### src/rtl/keypad_pkg.sv
// keypad_pkg: shared definitions for keypad consumers.
//   - ASCII constants for the line framing (CR, LF, '0', 'A')
//   - byte_sel encodings for the transmit sequencer
//   - hex_to_ascii : 4-bit hex digit -> uppercase ASCII character
//   - onehot_idx   : 4-bit one-hot -> {valid, 2-bit bit position}
//   - tx_state_t   : transmit sequencer states
package keypad_pkg;

  localparam logic [7:0] ASCII_CR   = 8'h0D;
  localparam logic [7:0] ASCII_LF   = 8'h0A;
  localparam logic [7:0] ASCII_ZERO = 8'h30;
  localparam logic [7:0] ASCII_A    = 8'h41;

  // Which byte of the current line is held in tx_data.
  localparam logic [1:0] SEL_DIGIT = 2'd0;
  localparam logic [1:0] SEL_CR    = 2'd1;
  localparam logic [1:0] SEL_LF    = 2'd2;

  typedef enum logic [1:0] {
    IDLE,
    ISSUE,
    HOLD,
    WAIT
  } tx_state_t;

  function automatic logic [7:0] hex_to_ascii(input logic [3:0] n);
    if (n < 4'd10) return ASCII_ZERO + {4'h0, n};
    else           return ASCII_A + {4'h0, n - 4'd10};
  endfunction

  // Returns {valid, index}; valid is clear unless exactly one bit is set.
  function automatic logic [2:0] onehot_idx(input logic [3:0] v);
    case (v)
      4'b0001: return 3'b100;
      4'b0010: return 3'b101;
      4'b0100: return 3'b110;
      4'b1000: return 3'b111;
      default: return 3'b000;
    endcase
  endfunction

endpackage

### src/rtl/key_fifo.sv
// key_fifo: synchronous first-word-fall-through FIFO for keypad entries.
// Ports:
//   clk, reset   : clock, synchronous active-high reset (flushes contents)
//   push, din    : write request and data; ignored while full
//   pop          : read request; ignored while empty
//   dout         : head entry, valid whenever empty is low
//   full, empty  : registered flags reflecting occupancy after this cycle
// Fullness is judged before a same-cycle pop, so a push into a full
// FIFO is discarded even when a pop happens in the same cycle.
module key_fifo #(
  parameter int unsigned DEPTH = 4,
  parameter int unsigned WIDTH = 4
) (
  input  logic             clk,
  input  logic             reset,
  input  logic             push,
  input  logic [WIDTH-1:0] din,
  input  logic             pop,
  output logic [WIDTH-1:0] dout,
  output logic             full,
  output logic             empty
);

  localparam int unsigned AW = $clog2(DEPTH);

  logic [WIDTH-1:0] mem [DEPTH];
  logic [AW-1:0]    wr_ptr;
  logic [AW-1:0]    rd_ptr;
  logic [AW:0]      count;
  logic [AW:0]      count_next;
  logic             do_push;
  logic             do_pop;

  always_comb begin
    do_push    = push && !full;
    do_pop     = pop && !empty;
    count_next = count + {{AW{1'b0}}, do_push} - {{AW{1'b0}}, do_pop};
  end

  assign dout = mem[rd_ptr];

  always_ff @(posedge clk) begin
    if (!reset && do_push) mem[wr_ptr] <= din;
  end

  always_ff @(posedge clk) begin
    if (reset) begin
      wr_ptr <= '0;
      rd_ptr <= '0;
      count  <= '0;
      full   <= 1'b0;
      empty  <= 1'b1;
    end else begin
      if (do_push) wr_ptr <= wr_ptr + 1'b1;
      if (do_pop)  rd_ptr <= rd_ptr + 1'b1;
      count <= count_next;
      full  <= (count_next == (AW + 1)'(DEPTH));
      empty <= (count_next == '0);
    end
  end

endmodule

### src/rtl/key_tx_framer.sv
// key_tx_framer: keypad event -> UART line framer.
// Decodes one-hot {col,row} key codes to hex digits, discards auto-repeats
// inside a holdoff window, buffers digits in key_fifo and sends each as
// ASCII digit (+ CR LF when EOL_EN) over the transmitter ready/trigger
// handshake.
// Ports:
//   clk, reset  : clock, synchronous active-high reset
//   key_valid   : one-cycle pulse qualifying key_code
//   key_code    : [7:4] column one-hot, [3:0] row one-hot
//   tx_ready    : transmitter can accept a byte
//   tx_trigger  : one-cycle pulse, tx_data valid
//   tx_data     : byte to transmit, stable between triggers
//   fifo_full   : key buffer holds FIFO_DEPTH entries
//   drop_count  : saturating count of malformed and overflow drops
//   last_key    : hex index of the most recently accepted key
module key_tx_framer
  import keypad_pkg::*;
#(
  parameter int unsigned FIFO_DEPTH     = 4,
  parameter int unsigned REPEAT_HOLDOFF = 12_000_000,
  parameter int unsigned EOL_EN         = 1
) (
  input  logic       clk,
  input  logic       reset,
  input  logic       key_valid,
  input  logic [7:0] key_code,
  input  logic       tx_ready,
  output logic       tx_trigger,
  output logic [7:0] tx_data,
  output logic       fifo_full,
  output logic [7:0] drop_count,
  output logic [3:0] last_key
);

  localparam int unsigned HOLD_W = (REPEAT_HOLDOFF == 0) ? 1 : $clog2(REPEAT_HOLDOFF + 1);
  localparam logic [HOLD_W-1:0] HOLD_RELOAD = HOLD_W'(REPEAT_HOLDOFF);
  localparam bit EOL_ON = (EOL_EN != 0);

  // Decode and repeat filter
  logic [2:0]        col_dec;
  logic [2:0]        row_dec;
  logic              well_formed;
  logic [3:0]        key_idx;
  logic              is_repeat;
  logic              accept;
  logic              drop_event;
  logic [7:0]        last_code;
  logic [HOLD_W-1:0] holdoff_cnt;

  // FIFO and sequencer
  logic      fifo_pop;
  logic      fifo_empty;
  logic [3:0] fifo_dout;
  tx_state_t state;
  tx_state_t state_next;
  logic [1:0] byte_sel;
  logic      send_cr;
  logic      send_lf;
  logic      load_cr;
  logic      load_lf;

  always_comb begin
    col_dec     = onehot_idx(key_code[7:4]);
    row_dec     = onehot_idx(key_code[3:0]);
    well_formed = col_dec[2] && row_dec[2];
    key_idx     = {row_dec[1:0], col_dec[1:0]};
    // last_code resets to 0, which is never well formed, so no false match.
    is_repeat   = (key_code == last_code) && (holdoff_cnt != '0);
    accept      = key_valid && well_formed && !is_repeat;
    // Overflow uses the registered flag: fullness is judged before any pop.
    drop_event  = (key_valid && !well_formed) || (accept && fifo_full);
  end

  always_ff @(posedge clk) begin
    if (reset) begin
      last_code   <= '0;
      last_key    <= '0;
      holdoff_cnt <= '0;
      drop_count  <= '0;
    end else begin
      if (accept) begin
        last_code   <= key_code;
        last_key    <= key_idx;
        holdoff_cnt <= HOLD_RELOAD;
      end else if (holdoff_cnt != '0) begin
        holdoff_cnt <= holdoff_cnt - 1'b1;
      end
      if (drop_event && drop_count != 8'hFF) drop_count <= drop_count + 8'd1;
    end
  end

  key_fifo #(
    .DEPTH(FIFO_DEPTH),
    .WIDTH(4)
  ) u_fifo (
    .clk  (clk),
    .reset(reset),
    .push (accept),
    .din  (key_idx),
    .pop  (fifo_pop),
    .dout (fifo_dout),
    .full (fifo_full),
    .empty(fifo_empty)
  );

  always_comb begin
    send_cr = (byte_sel == SEL_DIGIT) && EOL_ON;
    send_lf = (byte_sel == SEL_CR);
  end

  always_ff @(posedge clk) begin
    if (reset) state <= IDLE;
    else       state <= state_next;
  end

  always_comb begin
    state_next = state;
    case (state)
      IDLE:    if (!fifo_empty) state_next = ISSUE;
      ISSUE:   if (tx_ready) state_next = HOLD;
      HOLD:    state_next = WAIT;
      WAIT:    if (tx_ready) state_next = (send_cr || send_lf) ? ISSUE : IDLE;
      default: state_next = IDLE;
    endcase
  end

  always_comb begin
    tx_trigger = 1'b0;
    fifo_pop   = 1'b0;
    load_cr    = 1'b0;
    load_lf    = 1'b0;
    case (state)
      IDLE:  fifo_pop   = !fifo_empty;
      ISSUE: tx_trigger = tx_ready;
      WAIT: begin
        load_cr = tx_ready && send_cr;
        load_lf = tx_ready && send_lf;
      end
      default: ;
    endcase
  end

  always_ff @(posedge clk) begin
    if (reset) begin
      tx_data  <= '0;
      byte_sel <= SEL_DIGIT;
    end else if (fifo_pop) begin
      tx_data  <= hex_to_ascii(fifo_dout);
      byte_sel <= SEL_DIGIT;
    end else if (load_cr) begin
      tx_data  <= ASCII_CR;
      byte_sel <= SEL_CR;
    end else if (load_lf) begin
      tx_data  <= ASCII_LF;
      byte_sel <= SEL_LF;
    end
  end

endmodule

### config.mk
export PLATFORM = sky130hd
export DESIGN_NAME = key_tx_framer
export DESIGN_NICKNAME = d
export VERILOG_FILES = /design/src/rtl/keypad_pkg.sv /design/src/rtl/key_fifo.sv /design/src/rtl/key_tx_framer.sv
export SDC_FILE = /design/constraint.sdc
export NUM_CORES = 1
export LEC_CHECK = 0
export ABC_AREA = 1
export CAP_MARGIN = 20
export CORE_MARGIN = 1
export CORE_UTILIZATION = 26
export CTS_BUF_LIST = sky130_fd_sc_hd__clkbuf_2
export DETAILED_ROUTE_END_ITERATION = 16
export HOLD_SLACK_MARGIN = 0.06
export PLACE_DENSITY = 0.42
export SYNTH_ARGS = -nofsm -noshare
export SYNTH_HDL_FRONTEND = slang
export SYNTH_HIERARCHICAL = 1
export SYNTH_SLANG_ARGS = --single-unit
### constraint.sdc
create_clock -name clk -period 2.7 [get_ports clk]
set_input_delay 0.54 -clock clk [delete_from_list [all_inputs] [get_ports clk]]
set_output_delay 0.54 -clock clk [all_outputs]
set_load 0.005 [all_outputs]
---- Word-level counts from Yosys, hierarchy flattened ----
Memories as Yosys holds them, arrays and structs flattened. A register that Yosys moved wholly into a read port is not among the register bits.
Cells that the tools add are included.
storage, ports and cells
  register bits after elaboration ......... 65
  memory bits (writable) .................. 16
  output and inout port bits .............. 22
  memories kept ........................... 1
operators by class
  add/sub/neg operators ................... 9
  order comparisons ....................... 1
  equal/unequal tests ..................... 18
  multiplexer cells ....................... 23
  reductions and logical operators ........ 30
memories
  memory      depth  bits a word  read ports  clocked after memory_dff  wr ports  line            source
  u_fifo.mem  4      4            1           1                         1         key_fifo.sv:26  logic [WIDTH-1:0] mem [DEPTH];
operators by type and width
  cell                                                 count
  2-to-1 mux 24 bit                                    2
  2-to-1 mux 8 bit                                     4
  case mux 3 bit (4 select lines)                      2
  nonzero test 24 bit                                  1
  subtractor 24 x 1 -> 24 bit, second input constant   1
  logical AND 1 bit                                    12
  2-to-1 mux 2 bit                                     5
  2-to-1 mux 1 bit                                     9
  adder 7 x 4 -> 8 bit, first input constant           1
  adder 8 x 1 -> 8 bit, second input constant          1
  equality test 4 x 1 -> 1 bit, second input constant  2
  equality test 4 x 2 -> 1 bit, second input constant  2
  equality test 4 x 3 -> 1 bit, second input constant  2
  equality test 4 bit, second input constant           2
  equality test 8 bit                                  1
  != test 8 bit, second input constant                 1
  case mux 2 bit (4 select lines)                      1
  adder 6 x 4 -> 7 bit, first input constant           1
  != test 2 bit, second input constant                 3
  logical NOT 1 bit                                    5
  adder 2 x 1 -> 2 bit, second input constant          2
  equality test 2 x 1 -> 1 bit, second input constant  2
  equality test 2 bit, second input constant           2
  logical NOT 2 bit                                    2
  12 further kinds                                     15

---- Depth between registers and ports, before layout ----
Gate-level depths: netlist (run 1).
  depth after elaboration ................. 9
  mapped depth ............................ 20

---- Modules after synthesis ----
The synthesis (run 1) kept the hierarchy.
by module, submodules not included
  module         times used  cells an instance  area an instance (µm²)
  key_tx_framer  1           461                3099.2
  key_fifo       1           114                1149.9

---- Worst setup path before layout (run 1) ----
Ideal clock, no wire load.
  path type ............................... input port to flip-flop
  start ................................... input key_code[0]
  end ..................................... register u_fifo.full
  arrival time ............................ 2.573 ns
  data required time ...................... 2.636 ns
  slack ................................... 0.063 ns
  stages on the path ...................... 19
  path through ............................ inv_1 -> nand2_1 -> nor2_1 -> nand2_1 -> nand2_1 -> nand2_2 -> nor2_4 -> nand2_2 -> inv_2 -> buf_4 -> nand2_1 -> xor2_1 -> ha_1 -> inv_1 -> fa_1 -> inv_1 -> nor2_1 -> nand3_1 -> nor2_1
between the ends
  word-level cells in the longest chain between the ends .. 9
  elaborated cells on any way between the ends .. 15
  classes of those cells .................. add/sub (2); eq/ne (6); mux (1); reduce/logical (6)
RTL lines
  what                                         line                 source
  from (decl)                                  key_tx_framer.sv:26  input logic [7:0] key_code,
  equality test 4 bit (tied with other cells)  keypad_pkg.sv:33     case (v)
  case mux 3 bit (4 select lines)              keypad_pkg.sv:33
  logical AND 1 bit                            key_tx_framer.sv:65  well_formed = col_dec[2] && row_dec[2];
  logical AND 1 bit                            key_tx_framer.sv:69  accept = key_valid && well_formed && !is_repeat;
  logical AND 1 bit *                          key_tx_framer.sv:69
  via accept                                   key_tx_framer.sv:45  logic accept;
  logical AND 1 bit *                          key_fifo.sv:35       do_push = push && !full;
  adder 3 x 1 -> 3 bit *                       key_fifo.sv:37       count_next = count + {{AW{1'b0}}, do_push} - {{AW{1'b0}}, do_pop};
  subtractor 3 x 1 -> 3 bit *                  key_fifo.sv:37
  equality test 3 bit *                        key_fifo.sv:57       full <= (count_next == (AW + 1)'(DEPTH));
  to (signal assigned)                         key_fifo.sv:57
  to (decl)                                    key_fifo.sv:20       output logic full,
The timed path passes the listed nets; every way through them passes the cells marked *.
A chain may end at the register's enable or synchronous reset.

---- Worst setup path after layout (run 1) ----
  start ................................... register holdoff_cnt[16]
  end ..................................... register u_fifo.full
between the ends
  word-level cells in the longest chain between the ends .. 8
RTL lines
  what                       line                 source
  from (decl)                key_tx_framer.sv:48  logic [HOLD_W-1:0] holdoff_cnt;
  from (signal assigned)     key_tx_framer.sv:86  holdoff_cnt <= holdoff_cnt - 1'b1;
  nonzero test 24 bit        key_tx_framer.sv:68  is_repeat = (key_code == last_code) && (holdoff_cnt != '0);
  logical AND 1 bit          key_tx_framer.sv:68
  logical NOT 1 bit          key_tx_framer.sv:69
  logical AND 1 bit          key_tx_framer.sv:69
  logical AND 1 bit          key_fifo.sv:35
  adder 3 x 1 -> 3 bit       key_fifo.sv:37
  subtractor 3 x 1 -> 3 bit  key_fifo.sv:37
  equality test 3 bit        key_fifo.sv:57
No other way between the ends.

==> results of run 1 <==
power groups by stage:
| stage | logic [mW] | clock network [mW] | registers (mW) |
|---|---|---|---|
| final | 2.11 | 0.736 | 1.66 |
| after CTS | 2.13 | 0.777 | 1.66 |
| after floorplan | 1.63 | 0 | 1.63 |
| after global routing | 2.42 | 0.831 | 1.70 |
| after detailed placement | 2.11 | 0 | 1.69 |
| after global placement | 2.12 | 0 | 1.69 |
cell usage after synthesis, types with 4 or more instances:
| cell type | n | area, um2 |
|---|---|---|
| a21oi_1 | 50 | 250.2 |
| edfxtp_1 | 16 | 480.5 |
| nor2_1 | 84 | 315.3 |
| ha_1 | 14 | 175.2 |
| xor2_1 | 11 | 96.34 |
| inv_2 | 4 | 15.01 |
| nand3b_1 | 4 | 30.03 |
| o22ai_1 | 4 | 25.02 |
| nand2_2 | 9 | 56.30 |
| o21ai_0 | 33 | 165.2 |
| clkbuf_1 | 5 | 18.77 |
| inv_1 | 72 | 270.3 |
| nand3_1 | 40 | 200.2 |
| nand2_1 | 109 | 409.1 |
| nor2_2 | 10 | 62.56 |
| nand4_1 | 6 | 37.54 |
| dfxtp_1 | 66 | 1321 |
| xnor2_1 | 8 | 70.07 |
worst max-delay path, stage by stage, from the launching register on:
cell	delay (ns)
dfxtp_2	0.41
nor2_2	0.12
nand2_1	0.15
nor2_2	0.18
nand3_4	0.09
nand3_2	0.09
nand2_2	0.06
inv_2	0.05
nand2_1	0.07
xor2_1	0.13
ha_1	0.16
inv_1	0.05
fa_1	0.45
inv_2	0.11
nand2_1	0.06
nand3_1	0.07
nand3_1	0.08
nor2_1	0.08
what timing repair did:
item / CTS / global route
gates resized for setup: 0 / 3
setup buffers: 0 / 0
setup endpoints to repair: 0 / 1
worst max-delay path by stage:
stage / startpoint / to / slack [ns]
after floorplan: key_code[0] / u_fifo/full$_SDFF_PP0_ / 0.06
after global placement: key_code[4] / u_fifo/full$_SDFF_PP0_ / -0.32
after detailed placement: key_code[4] / u_fifo/full$_SDFF_PP0_ / -0.37
after CTS: state[1]$_SDFFE_PP0P_ / tx_trigger / 0.20
after global routing: holdoff_cnt[14]$_SDFFE_PP0P_ / u_fifo/full$_SDFF_PP0_ / 0.003
final: holdoff_cnt[16]$_SDFFE_PP0P_ / u_fifo/full$_SDFF_PP0_ / 0.26
registers in the layout, summed over array words and instances (netlist names), named ones only:
signal,cells
u_fifo/empty,1
drop_count,8
last_key,4
byte_sel,2
u_fifo/full,1
u_fifo/wr_ptr,2
state,2
last_code,8
u_fifo/rd_ptr,2
tx_data,7
u_fifo/mem,16
u_fifo/count,3
holdoff_cnt,24
cell type report:
type / instances / share of cell area (%)
Clock buffer: 9 / 0.8826
Antenna cell: 1 / 0.04903
Multi-Input combinational cell: 405 / 40.92
Tap cell: 216 / 5.295
Timing Repair Buffer: 59 / 10.25
Clock inverter: 7 / 1.643
Sequential cell: 82 / 35.38
Inverter: 76 / 5.590
logic make-up (layout without fill, tap and decap cells):
family,count (synthesis),count (layout)
and+or+nand+nor,273,273
AOI/OAI and AO/OA,97,97
buffers and inverters,88,151
DFF,82,82
xor gates and xnor gates,19,19
adders and majority gates,15,15
other,1,2
routing by layer:
| layer | wire (um) | share of wire [%] | vias to the layer above |
|---|---|---|---|
| li1 | - | - | 1968 |
| met1 | 5193 | 50 | 1663 |
| met2 | 4579 | 44 | 77 |
| met3 | 458 | 4.4 | 11 |
| met4 | 181 | 1.7 | 0 |
| met5 | 0 | 0 | - |
==> out/results.ini, run 1 <==
[power]
vdd_drop_max_v = 0.0002986
swShare_pct = 45.23
leakage_nw = 2.178
seqPwrFrac_pct = 36.9
power.density_nw_per_um2 = 883.9
combPwrFrac_pct = 46.8
p_sw_mw = 2.040
total_power_mw = 4.511
internal_power_mw = 2.471
clockPowerShare_pct = 16.3

[global_route]
use_met1_pct = 18.66
first_global_vias = 3561
grt.busiest_layer = met2
antenna_found_initial = 1
use_met2_pct = 20.92
grt_max_degree = 25
met3_usage_pct = 2.993
grt.total_usage_pct = 13.63
gr-total-overflow = 0
grt_pass1_wl_mm = 17.57

[placed_design]
placed_area_um2 = 4969
dp_cells = 838
dp_hpwl_mm = 7.900
dp_worst_setup_slack_ns = -0.3708
gp_congestion = 0.8232
placement.io_buffers = 32

[final_layout]
seqCellArea_um2 = 1805
layout_commonest_cell = nand2_1
layout_common_cells = 109 x nand2_1, 84 x nor2_1, 72 x inv_1
layout-area-overhead-vs-synth_pct = 20.11
multi_input_area_um2 = 2088
utilization_pct = 32.01
finalInstanceArea_um2 = 5104
stdcell_count = 855
fillCellCount = 1710
fin_nets = 660
final_layout_size_suffix_gt1_share_pct = 12.23

[cts]
cts_buffers = 9
cts_tree = yes
htree_levels = 3
clockBufferDepth = 2
hold_buffers = 0
clock_latency_ns = 0.61
cts_root_buf = clkbuf_2
clock_sinks = 82
clk_pin_slew_ns = 0.27

[critical_path]
cp_max_fo = 4
r2r_slack_ns = 0.26
critPathKind = reg2reg
reg2reg_to = u_fifo/full$_SDFF_PP0_
reg2reg_depth = 17
crit_path_start_kind = flop
worst-endpoint-required_ns = 3.28
crit_arrival_ns = 3.02
crit_path_end_kind = flop
r2r-start = holdoff_cnt[16]$_SDFFE_PP0P_

[synthesis]
synthFlopType = dfxtp_1
seq_area_frac_synth_pct = 42.40
synthesis.nets = 602
synth_cell_types = 36
syn-cell-area_um2 = 4249
yosysWarnings = 6
synth-simple-area-share_pct = 28.45
ys_seq_elements = 82
syn-mean-instance-area_um2 = 7.390
synth_edf_count = 16
synth_fa_ha_area_share_pct = 4.594
synth_top_family_by_area = simple AND/OR/NAND/NOR gates
synthArstFlopShare_pct = 0
synth_compound_area_share_pct = 12.10
yosys-mux-area-fraction_pct = 0
synth_xor_area_share_pct = 3.916
syn_inst = 575

[timing]
post-route-period-util_pct = 90.49
hold_slack_ns = 0.4813
slew_viol_final = 0
rsz0062_at_grt = no
finalHoldViolations = 0
clock_skew_ns = 0.02951
fin_ws_ns = 0.2567
max_freq_ghz = 0.4093
setup_violations = 0
tightest_slew_ns = 0.5519
relSlewSlack_pct = 62.82
post-route-min-period_ns = 2.443
tns_ns = 0

[drt]
totalWireLength_mm = 10.41
vias = 3719
drc_errors = 0
drtIter0Drc = 192
wire_per_inst_um = 12.18
first_pass_iters = 5
viasPerCell = 4.350
drtAntennaViolNets = 0

[hold_path]
hold_start = tx_data[6]$_SDFFE_PP0P_
whs_path_depth = 2
whs_endpoint = tx_data[6]$_SDFFE_PP0P_
hold_class = reg2reg

[die]
die_h_um = 129.8
die-width_um = 129.8
rows = 46
core_area_um2 = 15940
die-area_um2 = 16860
ios = 34
initial_utilization_pct = 26.65

[run_status]
outcome = finished, final reports clean

[job]
drv_cap = 0

No activity file was read; power rests on OpenSTA's default activity.
==> run 2: changes to the inputs <==
CAP_MARGIN = not set   (was 20)
CTS_BUF_LIST = sky130_fd_sc_hd__clkbuf_8   (was sky130_fd_sc_hd__clkbuf_2)
==> out/results.ini, run 2 (synthesis results as in run 1) <==
[cts]
cts_resized = 0  ; unchanged
cts_root_buf = clkbuf_8
hold_buffers = 0  ; unchanged
clock_sinks = 82  ; unchanged
clock_latency_ns = 0.38  ; -0.23 ns
cts_tree = yes
cts_buffers = 9  ; unchanged
clockBufferDepth = 2  ; unchanged
htree_levels = 3  ; unchanged
clk_pin_slew_ns = 0.10  ; -0.17 ns
post-cts-setup-buffer-count = 0  ; unchanged

[placed_design]
placed_area_um2 = 4969  ; unchanged
dp_hpwl_mm = 7.900  ; unchanged
placement.io_buffers = 32  ; unchanged
dp_cells = 838  ; unchanged
gp_congestion = 0.8232  ; unchanged

[global_route]
antenna_found_initial = 0  ; -1
gr-total-overflow = 0  ; unchanged
grt_max_degree = 25  ; unchanged
first_global_vias = 3575  ; +0.39%
grt_pass1_wl_mm = 17.61  ; +0.19%
grt.total_usage_pct = 13.64  ; about the same

[final_layout]
largest_reg_flops = 24  ; unchanged
layout_common_cells = 109 x nand2_1, 83 x nor2_1, 71 x inv_1
top_register = holdoff_cnt
layout_commonest_cell = nand2_1
reg.largest.list = holdoff_cnt x24, u_fifo/mem x16
fin_nets = 660  ; unchanged
layout-area-overhead-vs-synth_pct = 22.41
finalInstanceArea_um2 = 5201  ; +1.9%
final_layout_size_suffix_gt1_share_pct = 12.23  ; unchanged
stdcell_count = 854  ; -0.12%
antenna_cells = 0  ; -1

[critical_path]
crit_path_start_kind = flop
worst-endpoint-required_ns = 3.02  ; -0.26 ns
crit_path_end_kind = flop
crit_arrival_ns = 2.75  ; -0.27 ns
cp_max_fo = 4  ; unchanged
critPathKind = reg2reg

[drt]
wl_met2_mm = 4.567  ; -0.26%
wire_per_inst_um = 12.22  ; +0.39%
vias = 3713  ; -0.16%
totalWireLength_mm = 10.44  ; +0.27%
top_layer = met4
drc_errors = 0  ; unchanged
first_pass_iters = 5  ; unchanged
dr_wl_met3_um = 437  ; -4.6%
drtAntennaViolNets = 0  ; unchanged
drtIter0Drc = 186  ; -3.1%
met1Wirelength_mm = 5.243  ; +0.96%
viasPerCell = 4.348  ; about the same

[power]
seqPwrFrac_pct = 35.0  ; -1.9 points
power.density_nw_per_um2 = 909.2  ; +2.9%
leakage_nw = 2.276  ; +4.5%
clockPowerShare_pct = 20.3  ; +4.0 points
combPwrFrac_pct = 44.6  ; -2.2 points
vdd_drop_max_v = 0.0003249  ; +8.8%
internal_power_mw = 2.676  ; +8.3%
swShare_pct = 43.41  ; -1.8 points
p_sw_mw = 2.053  ; +0.61%

[timing]
setup_violations = 0  ; unchanged
post-route-min-period_ns = 2.425  ; -0.01802 ns
slew_viol_final = 0  ; unchanged
post-route-period-util_pct = 89.83  ; -0.67 points
clock_skew_ns = 0.01285  ; -0.01667 ns
max_freq_ghz = 0.4123  ; +0.74%
hold_slack_ns = 0.4674  ; -0.01395 ns
finalHoldViolations = 0  ; unchanged
tightest_slew_ns = 0.5512  ; -0.0006727 ns
rsz0062_at_grt = no
relSlewSlack_pct = 62.87  ; about the same

[die]
die-width_um = 129.8  ; unchanged
core_area_um2 = 15940  ; unchanged
initial_utilization_pct = 26.65  ; unchanged
die_h_um = 129.8  ; unchanged
die-area_um2 = 16860  ; unchanged
rows = 46  ; unchanged
ios = 34  ; unchanged

[hold_path]
hold_class = reg2reg

[job]
drv_cap = 0  ; unchanged

[run_status]
outcome = finished, final reports clean

[run 2: power groups by stage]
| stage | logic [mW] | registers [mW] | clock network (mW) |
|---|---|---|---|
| after global placement | 2.12 | 1.69 | 0 |
| after detailed placement | 2.11 | 1.69 | 0 |
| final | 2.11 | 1.66 | 0.961 |
| after global routing | 2.42 | 1.69 | 1.06 |
| after CTS | 2.12 | 1.66 | 1.01 |
| after floorplan | 1.63 | 1.63 | 0 |
[run 2: per-stage QoR]
| stage | TNS, ns | setup slack, ns | power (mW) | utilization [%] |
|---|---|---|---|---|
| 6_report | 0 | 0.2747 | 4.729 | 32.62 |
| 4_1_cts | 0 | 0.04338 | 4.794 | 32.47 |
| 5_1_grt | 0 | 0.07282 | 5.170 | 32.62 |
| 3_5_place_dp | -1.896 | -0.3708 | 3.797 | 31.16 |
| 3_3_place_gp | -1.178 | -0.3157 | 3.806 | 31.16 |
| 2_1_floorplan | 0 | 0.06282 | 3.262 | - |
[run 2: metal layers]
metal  up-vias  track usage [%]
met2        72            20.98
met5         -                0
met3        12            2.501
met1      1666            18.71
met4         0            5.746
li1       1963                -
[run 2: worst max-delay path, cell delays in order (launching register included)]
cell	delay, ns
dfxtp_1	0.37
nor2_2	0.14
nand2_1	0.15
nor2_2	0.18
nand3_4	0.09
nand3_2	0.09
nand2_2	0.06
inv_2	0.05
nand2_1	0.07
xor2_1	0.13
ha_1	0.16
inv_1	0.05
fa_2	0.53
inv_1	0.05
nor2_2	0.10
nand3_1	0.08
nor2_1	0.08
[run 2: area by class of cell]
class	instances	area, um2
Clock buffer	9	123.9
Sequential cell	82	1802
Clock inverter	7	83.83
Inverter	76	285.3
Multi-Input combinational cell	405	2093
Timing Repair Buffer	59	543.0
Tap cell	216	270.3
Fill cell	1714	10740
[run 2: worst paths after layout]
check                          startpoint                      end  slack [ns]  cells after the start
max reg2reg  holdoff_cnt[16]$_SDFFE_PP0P_   u_fifo/full$_SDFF_PP0_        0.27                     16
max          holdoff_cnt[16]$_SDFFE_PP0P_   u_fifo/full$_SDFF_PP0_        0.27                     16
min reg2reg       tx_data[6]$_SDFFE_PP0P_  tx_data[6]$_SDFFE_PP0P_        0.47                      2
min               tx_data[6]$_SDFFE_PP0P_  tx_data[6]$_SDFFE_PP0P_        0.47                      2
